## src/rtl/mem_arbiter.sv

```systemverilog
// Arbitrates one single-ported RAM between instruction fetch and data ports; data wins unless an instruction has waited MAX_DSTREAK data grants.
// Latency: strobe one cycle after request, one IDLE bubble between grants; backpressure: iwait/dwait stay high until RAM reports ACCESS.
module mem_arbiter #(
   parameter int ADDR_W      = 32,
   parameter int MAX_DSTREAK = 4
) (
   input  logic              CLK,
   input  logic              nRST,
   input  logic              iREN,
   input  logic [ADDR_W-1:0] iaddr,
   output logic [ADDR_W-1:0] iload,
   output logic              iwait,
   input  logic              dREN,
   input  logic              dWEN,
   input  logic [ADDR_W-1:0] daddr,
   input  logic [ADDR_W-1:0] dstore,
   output logic [ADDR_W-1:0] dload,
   output logic              dwait,
   output logic              ramREN,
   output logic              ramWEN,
   output logic [ADDR_W-1:0] ramaddr,
   output logic [ADDR_W-1:0] ramstore,
   input  logic [ADDR_W-1:0] ramload,
   input  logic [1:0]        ramstate
);

   localparam int SW = $clog2(MAX_DSTREAK + 1);
   localparam logic [SW-1:0] MAX_S = SW'(MAX_DSTREAK);
   localparam logic [1:0] RAM_ACCESS = 2'b10;

   typedef enum logic [1:0] {IDLE, IGRANT, DGRANT} state_t;

   state_t        state, next_state;
   logic [SW-1:0] streak, next_streak;

   always_ff @(posedge CLK or negedge nRST) begin
      if (!nRST) begin
         state  <= IDLE;
         streak <= '0;
      end else begin
         state  <= next_state;
         streak <= next_streak;
      end
   end

   always_comb begin
      next_state  = state;
      next_streak = streak;
      ramREN      = 1'b0;
      ramWEN      = 1'b0;
      ramaddr     = '0;
      ramstore    = '0;
      iwait       = 1'b1;
      dwait       = 1'b1;
      iload       = '0;
      dload       = '0;
      case (state)
         IDLE: begin
            if ((dREN | dWEN) && !(iREN && streak == MAX_S))
               next_state = DGRANT;
            else if (iREN)
               next_state = IGRANT;
         end
         IGRANT: begin
            ramREN  = 1'b1;
            ramaddr = iaddr;
            // A withdrawn request leaves quietly: no completion, streak untouched.
            if (!iREN) begin
               next_state = IDLE;
            end else if (ramstate == RAM_ACCESS) begin
               iwait       = 1'b0;
               iload       = ramload;
               next_state  = IDLE;
               next_streak = '0;
            end
         end
         DGRANT: begin
            ramWEN   = dWEN;
            ramREN   = dREN & ~dWEN;
            ramaddr  = daddr;
            ramstore = dstore;
            if (!(dREN | dWEN)) begin
               next_state = IDLE;
            end else if (ramstate == RAM_ACCESS) begin
               dwait      = 1'b0;
               dload      = dWEN ? '0 : ramload;
               next_state = IDLE;
               if (!iREN)
                  next_streak = '0;
               else if (streak != MAX_S)
                  next_streak = streak + 1'b1;
            end
         end
         default: next_state = IDLE;
      endcase
   end

endmodule

```

## config.mk

```make
export PLATFORM = sky130hd
export DESIGN_NAME = mem_arbiter
export DESIGN_NICKNAME = d
export VERILOG_FILES = /design/src/rtl/mem_arbiter.sv
export SDC_FILE = /design/constraint.sdc
export NUM_CORES = 1
export LEC_CHECK = 0
export CAP_MARGIN = 20
export CELL_PAD_IN_SITES_DETAIL_PLACEMENT = 0
export CELL_PAD_IN_SITES_GLOBAL_PLACEMENT = 1
export CORE_MARGIN = 2
export CORE_UTILIZATION = 12
export DETAILED_ROUTE_END_ITERATION = 12
export GPL_ROUTABILITY_DRIVEN = 0
export PLACE_DENSITY = 0.79
export SETUP_SLACK_MARGIN = 0.5
export SYNTH_ARGS = -nofsm -noshare
export SYNTH_HDL_FRONTEND = slang
export SYNTH_SLANG_ARGS = --single-unit
```

## constraint.sdc

```tcl
create_clock -name CLK -period 1.8 [get_ports CLK]
set_input_delay 0.36 -clock CLK [delete_from_list [all_inputs] [get_ports CLK]]
set_output_delay 0.36 -clock CLK [all_outputs]
set_load 0.05 [all_outputs]
```

==> results of run 1 <==
==> flip-flops by register name, summed over array words and instances (netlist names) <==
signal  flops
state       2
streak      3
==> critical path, stage by stage (launching register included) <==
cell and delay [ns]:
dfrtp_1 0.38, inv_2 0.07, buf_4 0.14, ha_4 0.36
clkbuf_16 0.18, nor2b_4 0.16, buf_12 0.14
==> layout by cell type, fill, tap and decap left out, types with 2 or more instances in the layout <==
| master | Yosys | layout |
|---|---|---|
| a211oi_2 | 0 | 2 |
| a22oi_1 | 32 | 11 |
| a22oi_2 | 0 | 21 |
| a41oi_2 | 1 | 2 |
| and2_4 | 1 | 35 |
| and3_4 | 0 | 63 |
| buf_12 | 0 | 141 |
| buf_16 | 0 | 2 |
| buf_4 | 1 | 15 |
| buf_6 | 1 | 13 |
| bufbuf_16 | 0 | 3 |
| clkbuf_16 | 0 | 9 |
| clkdlybuf4s50_1 | 0 | 132 |
| dfrtp_1 | 5 | 4 |
| dlygate4sd2_1 | 0 | 2 |
| ha_1 | 6 | 3 |
| ha_4 | 0 | 3 |
| inv_1 | 7 | 5 |
| nand2_1 | 4 | 3 |
| nand4_1 | 2 | 2 |
| nor2b_4 | 0 | 33 |
| nor4_1 | 2 | 2 |
| o211ai_1 | 2 | 2 |
==> cells in the mapped netlist (all sizes together) <==
cell type and count:
o211ai 2, a22oi 32, o2bb2ai 1, a41oi 2, nand2 4, buf 5
clkbuf 24, o21a 1, dfrtp 5, a32o 1, a2bb2oi 1, ha 6
inv 7, nand4 2, a211oi 2, or3 1, mux2 1, nor4 2
a211o 1, and3 64, nor2b 33, and2 35, o21ai 2, and3b 1
or3b 1, a32oi 1, a31oi 1, a31o 1
==> final timing paths <==
check                          start           to  cells after the start
min in group CLK           streak[1]    streak[1]                      1
min                             nRST     state[0]                      1
max reg2reg                 state[1]    streak[2]                      8
max                         state[0]  ramaddr[14]                      6
max in group asynchronous       nRST     state[1]                      1
min reg2reg                streak[1]    streak[1]                      1
==> metal layers <==
layer	global-route usage (%)	vias up	routed length (µm)
met5	0	-	0
li1	-	1449	-
met3	5.755	11	1312
met2	28.85	191	6252
met4	2.253	0	125
met1	16.46	1376	4343
==> kinds of logic after synthesis <==
kind of cell,share of synthesized area (%)
adder cells (fa/ha/maj),4.594
AND/OR/NAND/NOR,54.75
AO/OA/AOI/OAI,22.82
buffers and inverters,9.265
multiplexers,0.9186
flip-flops,7.657
==> repair_timing <==
item	4_1_cts	5_1_grt
hold endpoints to repair	0	0
hold buffers	0	0
pin swaps	8	8
resized for setup	67	13
buffers inserted	5	6
gates cloned	6	7
endpoints found under the setup margin	137	137
==> cell type report <==
cell class	count	share of cell area [%]
Tap cell	176	2.977
Multi-Input combinational cell	198	29.79
Sequential cell	5	1.709
Clock buffer	4	1.066
Timing Repair Buffer	315	64.07
Inverter	7	0.3891
==> metrics by stage <==
step | worst slack [ns] | hold WS [ns] | utilization, % | std cells | setup TNS, ns
6_report | -0.2272 | 0.3515 | 55.63 | 705 | -23.68
5_1_grt | -0.3129 | 0.3696 | 55.63 | 705 | -32.66
4_1_cts | -0.1967 | 0.3580 | 53.64 | 692 | -20.18
3_5_place_dp | -0.1770 | 0.5328 | 49.90 | 677 | -10.61
3_3_place_gp | -0.1626 | 0.5080 | 49.90 | 677 | -8.727
2_1_floorplan | -0.005187 | 0.06441 | - | 239 | -0.04026
==> power by group <==
| part | total (µW) | switching [µW] | internal (µW) | leakage [µW] |
|---|---|---|---|---|
| Clock | 366 | 72.7 | 293 | 0.0000382 |
| Sequential | 200 | 46.9 | 153 | 0.0000655 |
| Combinational | 8140 | 3770 | 4370 | 0.00284 |
| Total | 8700 | 3890 | 4810 | 0.00294 |
==> metrics, run 1 <==
worst setup margin=-0.2272 ns; setup violators final=131; vias in the first global route=3191; Warnings, synthesis=0; Reg area=126.4 µm²; maximum number of pins on one net before global-route repair=30; normalized max-slew margin=81.27%; dpl hpwl=9.409 mm; Slew Limit Fails=0; initial core utilization=12.29%; failing checks=setup timing; area of the multi-input gates=0.002203 mm²; Antenna diodes=0; Final Cycle Share=112.6%; pwr/cell area=1177 mW/mm²; Worst Skew=approximately 0.00036 ns; Placement Cell Area=0.006634 mm²; row cnt=42; area leader, netlist=and3_1; CTS root buffer=clkbuf_16; Synth Instances=239; worst min path class=in -> async; crit-path max FO=6; crit path kind=reg -> out; Hold Violations, Final=0; Core Box Area=0.01330 mm²; fraction of layout cells with a size suffix above 1=between 60% and 70%; fin area=0.007396 mm²; worst slew pin tran=0.2809 ns; Die Width=120.7 µm; register area share after synthesis=approximately 7.7%; Layout fillers=between 1k and 1.5k; unrepaired setup endpoints after global routing=true; Yosys reg bits=5; Detailed Routing Iterations Pass 1=4; fin crit period=2.027 ns; Vias per Instance=4.294; maximum clock frequency=~490 MHz; Area Overhead vs Synth=352.6%; clock latency on the worst-skew pair=0.23 ns; reported leakage power=a little under 0.003 µW; CTS tree=built; grt ovf=0; clock slew at reported path FFs=0.03 ns; nature of the critical path startpoint=flip-flop; Mapped Nets=380; syn avg cell area=6.837 µm²; post-synth top area share=between 20% and 30%; clock sink total=5; DRC=0; CTS H-Tree Depth=1; critical path endpoint category=primary output; Die Span Y=120.7 µm; initial antenna violation count=0; Post-DRT Antenna Nets=0; Routed WL=12.03 mm; synth unique cells=33; mapped cell area=0.001634 mm²; Worst EP arrival=1.67 ns; fin nets=671; CTS Buf Count=3; Detailed Route Iter0 Violations=72; die area=0.01457 mm²; Worst IR Drop VDD=0.7446 mV; worst reg-to-reg setup slack=-0.05 ns; Critical Path RT=1.44 ns; # IOs=267; wire per inst=approximately 17 µm; Longest Clk Path Bufs=2; Area contributors post-synth=and3_1 25%, a22oi_1 15%, and2_1 13%; # Max-Cap Violations=0; routed vias=between 3k and 4k; port bufs=~270; global-route wire length before repair=17.59 mm; Power Total=8703 µW; gr usage total=~15%; status=complete, but fails checks
No activity file was read; power rests on OpenSTA's default activity.
==> run 2, diff against run 1 <==
--- a/config.mk
+++ b/config.mk
@@ -13,6 +13,7 @@
 export DETAILED_ROUTE_END_ITERATION = 12
 export GPL_ROUTABILITY_DRIVEN = 0
 export PLACE_DENSITY = 0.79
+export RECOVER_POWER = 100
 export SETUP_SLACK_MARGIN = 0.5
 export SYNTH_ARGS = -nofsm -noshare
 export SYNTH_HDL_FRONTEND = slang
==> run 2 against run 1 <==
Against the previous run:
- the flow still finishes with violations (setup timing)
- via count did not move
- global-route usage is the same
- count of clock-buffer cells in the layout did not move
- final cell count stayed put
- highest routed layer unchanged
- register-to-register slack about the same
==> metrics, run 2 (same netlist as run 1, synthesis figures left out) <==
maximum clock frequency=493.3 MHz; # Max-Cap Violations=0; Core Box Area=0.01330 mm²; Final Cycle Share=112.6%; Post-Layout Cell Count=705; Post-DRT Antenna Nets=0; critical path endpoint category=primary output; nature of the critical path startpoint=flip-flop; P_sw=3889 µW; Detailed Routing Iterations Pass 1=4; routed vias=around 3.0k; normalized max-slew margin=81.27%; # IOs=267; commonest non-fill, non-tap cell in the layout=buf_12; CTS root buffer=clkbuf_16; Die Width=120.7 µm; wire per inst=around 17 µm; hold_buf cts=0; Detailed Route Iter0 Violations=between 70 and 80; Clock Power Share=4.2%; Die Span Y=roughly 120 µm; Slew Limit Fails=0; placed insts=677; status=complete, but fails checks; biggest regs=streak: 3 flops, state: 2 flops; fin area=0.007396 mm²; grt ovf=0; Layout fillers=1094; fin util=approximately 56%; Critical Path RT=1.44 ns; switch share=between 40% and 50%; max FFs per register=3; failing checks=setup timing; pwr/cell area=about 1200 mW/mm²; Placement Cell Area=0.006634 mm²; fin crit period=2.027 ns; most frequent cells in the layout=141 x buf_12, 131 x clkdlybuf4s50_1, 63 x and3_4; combinational fraction of design power=slightly above 90%; setup violators final=131; vias in the first global route=3191; dpl hpwl=9.409 mm; reported leakage power=0.002942 µW; crit path kind=reg -> out; clock latency on the worst-skew pair=0.23 ns; worst min path class=in -> async; clock slew at reported path FFs=around 0.030 ns; maximum number of pins on one net before global-route repair=30; Int Power=around 4800 µW; sequential share of power=2.3%; global-route wire length before repair=17.59 mm; Area Overhead vs Synth=352.6%; worst setup margin=-0.2272 ns; Worst Skew=0.0003581 ns; CTS Buf Count=3; Top reg by flops=streak; Antenna diodes=0; Post-Place Worst Slack=-0.1770 ns; Worst IR Drop VDD=0.7446 mV; Hold Violations, Final=0; clock sink total=5; fin nets=about 670; gr usage total=15.31%; Routed WL=12.03 mm; DRC=0; Longest Clk Path Bufs=2; CTS H-Tree Depth=1; Worst EP arrival=1.67 ns; Power Total=roughly 8700 µW; unrepaired setup endpoints after global routing=true; fraction of layout cells with a size suffix above 1=between 60 and 70%; Vias per Instance=4.294; crit-path max FO=6; initial core utilization=12.29%; CTS tree=built; initial antenna violation count=0; port bufs=~270; row cnt=42; worst slew pin tran=0.2809 ns; die area=0.01457 mm²
## run 2: cell count changes in the layout (fill, tap and decap cells not counted), sizes merged
cell,change
clkdlybuf4s50,-1
dlygate4sd3,+1
## run 2: worst paths after layout
path	start	to	slack [ns]	cells after the start
hold / removal	nRST	state[0]	0.42	1
hold reg to reg	streak[1]	streak[1]	0.54	1
setup / recovery	state[0]	ramaddr[14]	-0.23	6
min in group CLK	streak[1]	streak[1]	0.54	1
max in group asynchronous	nRST	state[1]	1.17	1
setup reg to reg	state[1]	streak[2]	-0.05	8
## run 2: critical path: stages (launching register included)
cell and delay, ns:
dfrtp_1 0.38, inv_2 0.07, buf_4 0.14, ha_4 0.36, clkbuf_16 0.18, nor2b_4 0.16
buf_12 0.14
## run 2: repair_timing
action / 4_1_cts / 5_1_grt
cloned: 6 / 7
setup endpoints to repair: 137 / 137
gates resized for setup: 67 / 13
pin swaps: 8 / 8
setup buffers: 5 / 6
hold endpoints to repair: 0 / 0
## run 2: stage by stage
stage	setup TNS (ns)	hold slack (ns)
2_1_floorplan	-0.04026	0.06441
3_3_place_gp	-8.727	0.5080
3_5_place_dp	-10.61	0.5328
4_1_cts	-20.18	0.3580
5_1_grt	-32.66	0.4402
6_report	-23.68	0.4218
## run 2: power groups by stage
stage	combinational [µW]	clock, µW	sequential, µW
after detailed placement	6960	0	183
final	8140	366	200
after global placement	6870	0	178
after global routing	8460	384	205
after CTS	7740	375	188
after floorplan	3860	0	180
## run 2: routing by layer
layer  vias to the layer above  wire length, µm  track usage, %
li1                       1449                -               -
met1                      1376             4343           16.46
met2                       191             6252           28.85
met3                        11             1312           5.755
met4                         0              125           2.253
met5                         -                0               0
## run 2: cell type report
cell class / count / area (µm²) / share of cell area [%]
Timing Repair Buffer: 315 / 4738 / 64.07
Multi-Input combinational cell: 198 / 2203 / 29.79
Tap cell: 176 / 220.2 / 2.977
Sequential cell: 5 / 126.4 / 1.709
Clock buffer: 4 / 78.83 / 1.066
Inverter: 7 / 28.78 / 0.3891
==> run 3, diff against run 2 <==
--- a/config.mk
+++ b/config.mk
@@ -8,7 +8,6 @@
 export CAP_MARGIN = 20
 export CELL_PAD_IN_SITES_DETAIL_PLACEMENT = 0
 export CELL_PAD_IN_SITES_GLOBAL_PLACEMENT = 1
-export CORE_MARGIN = 2
 export CORE_UTILIZATION = 12
 export DETAILED_ROUTE_END_ITERATION = 12
 export GPL_ROUTABILITY_DRIVEN = 0
==> run 3 against run 2 <==
Against the previous run:
- the run still ends with setup timing left
- die area shrank 3.3%
- register-to-register slack better by 0.08 ns
- combinational power shrank 6.4%
- largest cell class unchanged
==> metrics, run 3 (same netlist as run 1, synthesis figures left out) <==
reported leakage power=0.002844 µW; die area=0.01409 mm²; dpl hpwl=8.865 mm; CTS tree=built; Placement Cell Area=roughly 0.0066 mm²; Post-DRT Antenna Nets=0; area of the multi-input gates=about 0.0021 mm²; setup violators final=121; nature of the critical path startpoint=flip-flop; fin area=just over 0.007 mm²; Critical Path RT=1.44 ns; biggest regs=streak: 3 flops, state: 2 flops; critical path endpoint category=primary output; Detailed Route Iter0 Violations=53; Die Width=approximately 120 µm; Post-Place Worst Slack=-0.2002 ns; failing checks=setup timing; gr usage total=15.34%; grt ovf=0; CTS root buffer=clkbuf_16; Vias per Instance=roughly 4.3; maximum number of pins on one net before global-route repair=36; crit path cell chain=buf_4, ha_4, clkbuf_16, a22oi_1, nor2b_4, buf_12; clock sink total=5; peak per-stage delay on the critical path=0.39 ns; status=complete, but fails checks; # Max-Cap Violations=0; Area Overhead vs Synth=337.4%; Hold Violations, Final=0; row cnt=42; Antenna diodes=0; CTS Buf Count=3; worst setup margin=-0.2367 ns; unrepaired setup endpoints after global routing=true; port bufs=266; Core Box Area=approximately 0.013 mm²; initial antenna violation count=0; Worst path slowest cell=dfrtp_1; wire per inst=about 16 µm; Longest Clk Path Bufs=2; Slew Limit Fails=0; routed vias=between 3k and 4k; Layout fillers=about 1.1k; Fin Hold WS=0.4297 ns; maximum clock frequency=491.0 MHz; pwr/cell area=1142 mW/mm²; Final Cycle Share=113.2%; worst reg-to-reg setup slack=0.03 ns; Worst Skew=0.0007629 ns; CTS H-Tree Depth=1; DRC=0; commonest non-fill, non-tap cell in the layout=buf_12; Detailed Routing Iterations Pass 1=4; Worst EP arrival=1.68 ns; crit path kind=reg -> out; crit-path max FO=17; global-route wire length before repair=17.27 mm; Power Total=8161 µW; clock latency on the worst-skew pair=about 0.23 ns; clock slew at reported path FFs=0.03 ns; worst slew pin tran=0.3307 ns; Die Span Y=118.7 µm; most frequent cells in the layout=138 x buf_12, 131 x clkdlybuf4s50_1, 64 x and3_4; fraction of layout cells with a size suffix above 1=between 60% and 70%; normalized max-slew margin=77.95%; fin crit period=2.037 ns; worst min path class=in -> async; max FFs per register=3; fin nets=664; initial core utilization=12.34%; Top reg by flops=streak; Reg area=125.1 µm²; # IOs=between 200 and 300; Routed WL=~11 mm; vias in the first global route=between 3k and 4k; Worst IR Drop VDD=between 0.8 and 0.9 mV
run 3: repair_timing:
| item | in CTS | in global routing |
|---|---|---|
| hold buffers | 0 | 0 |
| buffers inserted | 7 | 1 |
| resized for setup | 38 | 11 |
| cloned | 5 | 5 |
| pin swaps | 2 | 7 |
| setup endpoints to repair | 137 | 137 |
run 3: worst max-delay path: cells and delay by family, from the launching register on:
family | cells | cell delay [ns]
fa+ha+maj | 1 | 0.18
simple gates | 1 | 0.08
compound gates | 1 | 0.29
buf+inv | 3 | 0.50
flops | 1 | 0.39
run 3: worst paths after layout:
check	startpoint	end	depth (start not counted)
max	state[0]	ramaddr[20]	6
min	nRST	streak[1]	1
max reg2reg	state[0]	streak[0]	7
min reg2reg	streak[1]	streak[1]	1
max in group asynchronous	nRST	state[1]	1
min in group CLK	streak[1]	streak[1]	1
run 3: routing by layer:
metal  track usage [%]  vias up  part of all wire (%)
li1                  -     1431                     -
met1             16.45     1400                    36
met2             29.61      185                    54
met3             5.309        2                   9.7
met4             1.187        0                  0.23
met5                 0        -                     0
run 3: final cells by class:
type                            count  share of cell area, %
Sequential cell                     5                  1.751
Multi-Input combinational cell    198                  29.57
Inverter                            7                 0.3676
Clock buffer                        4                  1.103
Tap cell                          176                  3.081
Timing Repair Buffer              308                  64.13
run 3: per-stage QoR:
stage               instances  util (%)  setup TNS, ns
finish                    698     53.97         -20.85
global route              698     53.97         -29.14
CTS                       692     52.67         -20.34
detailed placement        676     49.75         -10.46
global placement          676     49.75         -9.241
floorplan                 239         -       -0.04026
run 3: power breakdown:
group / switching [µW] / total (µW) / leakage [µW] / internal (µW)
Clock: 67.1 / 360 / 0.0000382 / 293
Sequential: 31.0 / 182 / 0.0000666 / 151
Combinational: 3640 / 7620 / 0.00274 / 3980
